`src/rtl/barrel_shift_pipe_pkg.sv`:
```
// Shared shifter types and widths used by the pipelined barrel shifter and its shift core.
package barrel_shift_pipe_pkg;

  localparam int DATA_W  = 8;
  localparam int SHAMT_W = 3;

  typedef struct packed {
    logic [DATA_W-1:0]  data;
    logic [SHAMT_W-1:0] shamt;
  } shift_req_t;

endpackage

```
`src/rtl/barrel_shift_pipe_shifter8.sv`:
```
// barrel_shifter8: purely combinational zero-filling logical right shift, one mux rank per shamt bit.
// Latency 0; no state, no backpressure.
module barrel_shifter8
  import barrel_shift_pipe_pkg::*;
(
  input  logic [DATA_W-1:0]  in,
  input  logic [SHAMT_W-1:0] ctrl,
  output logic [DATA_W-1:0]  out
);

  logic [DATA_W-1:0] rank1;
  logic [DATA_W-1:0] rank2;

  assign rank1 = ctrl[0] ? {1'b0, in[DATA_W-1:1]}       : in;
  assign rank2 = ctrl[1] ? {2'b00, rank1[DATA_W-1:2]}   : rank1;
  assign out   = ctrl[2] ? {4'h0, rank2[DATA_W-1:4]}    : rank2;

endmodule

```
`src/rtl/barrel_shift_pipe.sv`:
```
// Two-stage valid/ready logical-right barrel shifter: result appears the edge after the one following acceptance.
// Backpressure: stage 2 holds while out_ready=0; in_ready drops only when both stages are full and stalled.
module barrel_shift_pipe
  import barrel_shift_pipe_pkg::*;
#(
  parameter int STALL_CNT_W = 8
) (
  input  logic                   clk,
  input  logic                   rst,
  input  logic                   in_valid,
  output logic                   in_ready,
  input  logic [DATA_W-1:0]      in_data,
  input  logic [SHAMT_W-1:0]     in_shamt,
  output logic                   out_valid,
  input  logic                   out_ready,
  output logic [DATA_W-1:0]      out_data,
  output logic [STALL_CNT_W-1:0] stall_cnt,
  input  logic                   stall_clr
);

  logic                   s1_v_q, s1_v_d;
  shift_req_t             s1_req_q, s1_req_d;
  logic                   s2_v_q, s2_v_d;
  logic [DATA_W-1:0]      s2_data_q, s2_data_d;
  logic [STALL_CNT_W-1:0] stall_q, stall_d;

  logic              accept;
  logic              adv1;
  logic [DATA_W-1:0] shifted;

  barrel_shifter8 u_shift (
    .in   (s1_req_q.data),
    .ctrl (s1_req_q.shamt),
    .out  (shifted)
  );

  assign adv1     = s1_v_q && (!s2_v_q || out_ready);
  assign in_ready = !s1_v_q || !s2_v_q || out_ready;
  assign accept   = in_valid && in_ready;

  always_comb begin
    s1_v_d    = s1_v_q;
    s1_req_d  = s1_req_q;
    s2_v_d    = s2_v_q;
    s2_data_d = s2_data_q;
    stall_d   = stall_q;

    if (accept) begin
      s1_v_d         = 1'b1;
      s1_req_d.data  = in_data;
      s1_req_d.shamt = in_shamt;
    end else if (adv1) begin
      s1_v_d = 1'b0;
    end

    // A retiring stage 2 is refilled in the same edge when stage 1 advances.
    if (adv1) begin
      s2_v_d    = 1'b1;
      s2_data_d = shifted;
    end else if (s2_v_q && out_ready) begin
      s2_v_d = 1'b0;
    end

    if (stall_clr) begin
      stall_d = '0;
    end else if (s2_v_q && !out_ready && (stall_q != {STALL_CNT_W{1'b1}})) begin
      stall_d = stall_q + 1'b1;
    end
  end

  always_ff @(posedge clk) begin
    if (rst) begin
      s1_v_q    <= 1'b0;
      s1_req_q  <= '0;
      s2_v_q    <= 1'b0;
      s2_data_q <= '0;
      stall_q   <= '0;
    end else begin
      s1_v_q    <= s1_v_d;
      s1_req_q  <= s1_req_d;
      s2_v_q    <= s2_v_d;
      s2_data_q <= s2_data_d;
      stall_q   <= stall_d;
    end
  end

  assign out_valid = s2_v_q;
  assign out_data  = s2_data_q;
  assign stall_cnt = stall_q;

endmodule

```
`config.mk`:
```
export PLATFORM = sky130hd
export DESIGN_NAME = barrel_shift_pipe
export DESIGN_NICKNAME = d
export VERILOG_FILES = /design/src/rtl/barrel_shift_pipe_pkg.sv /design/src/rtl/barrel_shift_pipe_shifter8.sv /design/src/rtl/barrel_shift_pipe.sv
export SDC_FILE = /design/constraint.sdc
export NUM_CORES = 1
export LEC_CHECK = 0
export CAP_MARGIN = 0
export CORE_MARGIN = 4
export CORE_UTILIZATION = 52
export DETAILED_ROUTE_END_ITERATION = 8
export GPL_TIMING_DRIVEN = 0
export PLACE_DENSITY = 0.94
export SETUP_SLACK_MARGIN = 0.1
export SYNTH_ARGS = -nofsm -noshare
export SYNTH_HDL_FRONTEND = slang
export SYNTH_HIERARCHICAL = 1
export SYNTH_SLANG_ARGS = --single-unit
```
`constraint.sdc`:
```
create_clock -name clk -period 3.65 [get_ports clk]
set_clock_uncertainty 0.2 [all_clocks]
set_input_delay 1.095 -clock clk [delete_from_list [all_inputs] [get_ports clk]]
set_output_delay 1.095 -clock clk [all_outputs]
set_load 0.02 [all_outputs]
```
Word level (Yosys, flattened, before mapping)
Index checks and enable logic that the tools add are counted.

Bits in registers: 29. Bits of input ports: 16. Logic and storage cells: 29.

$add $sub $neg: 1. Equal/unequal tests: 1. Mux-type cells: 7. Reductions and logical operators: 14.

Operator list (count): $mux 8 (3); $add 8x1->8 const B (1); $ne 8x8->1 const B (1); $logic_and 1x1->1 (5); $mux 1 (4); $reduce_bool 2->1 (2); $logic_not 1->1 (3); $logic_or 1x1->1 (3); $reduce_or 2->1 (1).

Depth between registers and ports, before layout
Word-level depth: 5. Mapped depth: 6.

Modules after synthesis
Netlist, hierarchy kept.

Modules (own cells, without submodules): barrel_shift_pipe (times used 1, cells each 129, area each 1138.6 µm², sequential area each 580.6 µm²); barrel_shifter8 (times used 1, cells each 28, area each 250.2 µm², sequential area each 0.0 µm²).

Worst setup path before layout
OpenSTA, ideal clock, no wires.

Path type: input to output. Start point: in out_ready. End point: out in_ready. Arrival time: 1654 ps. Path slack: 701 ps. Stages on the path: 2. Cells stage by stage: nand3b_1 -> clkbuf_1.

Longest elaborated chain between the ends: 1.

RTL lines: start: declaration (line barrel_shift_pipe.sv:15) `input logic out_ready,`; $logic_or 1x1->1 (line barrel_shift_pipe.sv:38) `assign in_ready = !s1_v_q || !s2_v_q || out_ready;`; end: declaration (line barrel_shift_pipe.sv:11) `output logic in_ready,`.

Every way passes these cells.

Worst setup path after layout
Same ends and word-level chain as after synthesis.

==> results.txt <==
----------------------------------------------------
[Cells and area]
  Fraction of final layout cells with drive strength greater than 1 ... a little over an eighth
  Cell area after layout ... 1840 um^2
  Core occupancy in the finished layout ... 72.9%
  Growth of design area from synthesis to finish ... 32.4%
  Final antenna diode count ... 0
  Final-stage net count ... 215
  Cell Count, Final, Fillers Out ... 229

[Placement]
  Count of placed standard cells including taps ... 220
  Sum of net half-perimeters after detailed placement ... ~2300 um
  Port bufs ... 33
  Post-detailed-placement cell area ... roughly 1800 um^2
  Worst slack, placed ... -0.520 ns
  Global placement routability congestion ... between 0.8 and 0.9

[Yosys]
  Synthesized netlist net count ... 174
  Top FF cell, synth ... sky130_fd_sc_hd__dfxtp_1
  Sequential share of the synthesized area ... 41.8%
  Yosys top cell by area ... sky130_fd_sc_hd__dfxtp_1
  Library cell with the highest instance count after synthesis ... sky130_fd_sc_hd__dfxtp_1
  Proportion of register bits with asynchronous set or reset after synthesis ... 0%
  Synthesized area per cell ... 8.85 um^2
  Netlist Area Pre-Place ... between 1000 and 1500 um^2
  Fraction of post-synthesis cell area in the top cell type by area ... 41.8%
  Number of distinct library cells after synthesis ... 40
  Synth cell count leaders ... sky130_fd_sc_hd__dfxtp_1 (29), sky130_fd_sc_hd__a21oi_1 (16), sky130_fd_sc_hd__mux2i_1 (16), sky130_fd_sc_hd__nor2_1 (16), sky130_fd_sc_hd__nand2_1 (15)
  Synthesis Warnings ... 6
  Leading post-synthesis cells by cell area ... sky130_fd_sc_hd__dfxtp_1 (42%), sky130_fd_sc_hd__mux2i_1 (12%), sky130_fd_sc_hd__a21oi_1 (5.8%)
  Count of flip-flops with a built-in enable after synthesis ... 0
  Post-synthesis instance total ... 157
  #FFs+latches synth ... 29

[Global routing]
  Overflow left after global routing ... 0
  Pin count of the biggest net entering global routing ... 11
  Aggregate global-route resource usage ... 19.8%
  Vias in the first global route ... 1,203
  Global-route wire length before repair ... 5260 um
  Antenna violations before repair ... 0

[Job]
  Number of maximum-capacitance violations ... 0

[Routing]
  Avg WL per Cell ... 13.8 um
  Post-route antenna net violation count ... 0
  Number of vias after detailed routing ... 1,297
  Number of DRC violations after detailed routing ... 0
  Post-detailed-route via-to-cell ratio ... 5.66
  Detailed-route wire length ... 3160 um
  Drt first-iter violations ... 30
  Router iterations before antenna repair ... 4

[STA]
  Share of the cycle needed by the critical path after routing ... 95.1%
  Maximum clock frequency ... 288 MHz
  RSZ-0062 raised after global routing ... no
  Finish-stage setup viols ... 0
  Transition time at the pin with the least slew margin ... 0.448 ns
  Final critical path time including I/O delays and setup ... between 3 and 4 ns
  Final worst setup slack ... 0.181 ns
  Remaining max-slew budget at the tightest pin ... 69.4%
  Setup tns final ... 0 ns
  Final hold vios ... 0
  Max-slew violation count ... 0

[Pwr]
  Leakage ... 0.000709 uW
  Worst voltage drop across the vdd grid ... roughly 260 uV
  Power density relative to cell area ... between 300 and 400 nW/um^2

[Critical path]
  Crit path largest cell delay ... 0.44 ns
  Arrival time of data at the critical path endpoint ... approximately 2.2 ns
  Kind of launch point of the worst setup path ... input pin
  CP Class ... input pin to output port
  Slowest cell on the critical path ... sky130_fd_sc_hd__clkdlybuf4s50_1
  Nature of the critical path endpoint ... output port
  Required time of the critical path ... 2.35 ns
  Worst-path cell chain ... clkdlybuf4s50_1 > nand3b_1 > clkbuf_8 > buf_2
  Biggest fanout along the worst timing path ... 5

[Outcome]
  Status ... complete, no violations

[Die]
  Cell row count ... 18
  Floorplan die height ... between 50 and 60 um
  Starting utilization of the core area ... 55.1%
  Boundary pin count ... 34
  Total Die Area ... 3560 um^2
  Die boundary width ... 59.7 um
  Core Area ... 2520 um^2

[Clock tree]
  Clock buffer count from CTS ... 5
  Hold bufs inserted after CTS ... 0
  Clk Latency, worst-skew pair ... 0.33 ns
  Sink count of the clock tree ... 29
  Clock root cell ... sky130_fd_sc_hd__clkbuf_4
  Clock buffer depth ... 2
  TritonCTS clock tree ... yes
  Maximum level of the CTS H-tree ... 2
  Clock Pin Slew Worst Setup and Hold Paths ... 0.09 ns

[Min path]
  Path category of the worst min-delay check ... flop to flop

----------------------------------------------------
## final cells by class
class,count,area (um^2)
clock inverters,1,5.00
well taps,30,37.5
plain buffers,10,68.8
flip-flops and latches,29,581
repair buffers,34,333
clock buffers,7,65.1
inverters,2,7.51
fillers,199,683
multi-input cells,116,742
## report_power, final
part	internal, uW	switching, uW
Clock	111	114
Combinational	49.6	43.1
Sequential	327	9.06
Total	488	167
## layer usage
layer / wire length (um) / vias to the layer above / global-route usage, %
met5: 0 / - / 0
met1: 1330 / 601 / 22.6
met2: 1510 / 47 / 31.5
li1: - / 637 / -
met3: 224 / 12 / 7.13
met4: 93 / 0 / 12.0
## critical path, delay by kind of cell
kind,cells,cell delay (ns)
simple gates,1,0.28
buf+inv,3,0.80
## cells in the final DEF, fill, tap and decap left out, types with 3 or more instances in the layout
| cell type | netlist | routed |
|---|---|---|
| sky130_fd_sc_hd__a21oi_1 | 16 | 16 |
| sky130_fd_sc_hd__buf_2 | 2 | 3 |
| sky130_fd_sc_hd__clkbuf_1 | 4 | 3 |
| sky130_fd_sc_hd__clkbuf_4 | 0 | 5 |
| sky130_fd_sc_hd__clkbuf_8 | 0 | 3 |
| sky130_fd_sc_hd__clkdlybuf4s50_1 | 0 | 32 |
| sky130_fd_sc_hd__dfxtp_1 | 29 | 29 |
| sky130_fd_sc_hd__mux2i_1 | 16 | 16 |
| sky130_fd_sc_hd__nand2_1 | 15 | 15 |
| sky130_fd_sc_hd__nand2b_1 | 3 | 3 |
| sky130_fd_sc_hd__nand3_1 | 12 | 12 |
| sky130_fd_sc_hd__nor2_1 | 16 | 16 |
| sky130_fd_sc_hd__nor3_1 | 3 | 3 |
| sky130_fd_sc_hd__o21ai_0 | 4 | 4 |
## sequential cells by signal (all words and copies together) (netlist names)
signal	flops
stall_cnt	8
s1_v_q	1
out_data	8
out_valid	1
s1_req_q	11
## repair_timing
item | in CTS | in global routing
setup buffers | 1 | 0
gates resized for setup | 7 | 0
setup endpoints to repair | 1 | 0
endpoints found under the hold margin | 0 | 0
## metrics by stage
stage | total power (uW) | hold WS (ns)
2_1_floorplan | 399 | 0.233
6_report | 655 | 0.266
3_5_place_dp | 435 | 0.257
5_1_grt | 686 | 0.309
3_3_place_gp | 431 | 0.245
4_1_cts | 661 | 0.269
## worst paths after layout
check             cells past startpoint                startpoint  slack [ns]                        to
setup / recovery                      4                 out_ready        0.18                  in_ready
hold / removal                        2  s1_req_q[3]$_SDFFE_PP0P_        0.27  s1_req_q[3]$_SDFFE_PP0P_
setup reg to reg                      6  s1_req_q[2]$_SDFFE_PP0P_        1.90  out_data[1]$_SDFFE_PP0P_
hold reg to reg                       2  s1_req_q[3]$_SDFFE_PP0P_        0.27  s1_req_q[3]$_SDFFE_PP0P_
## cell families after synthesis
kind of cell	Yosys count	share of synthesized area, %
AND/OR/NAND/NOR	64	22.9
AO/OA/AOI/OAI	29	12.5
flip-flops	29	41.8
multiplexers	20	15.9
buffers and inverters	12	4.77
XOR/XNOR	2	1.26
adder cells (fa/ha/maj)	1	0.901
(Power assumes the default switching activity.)
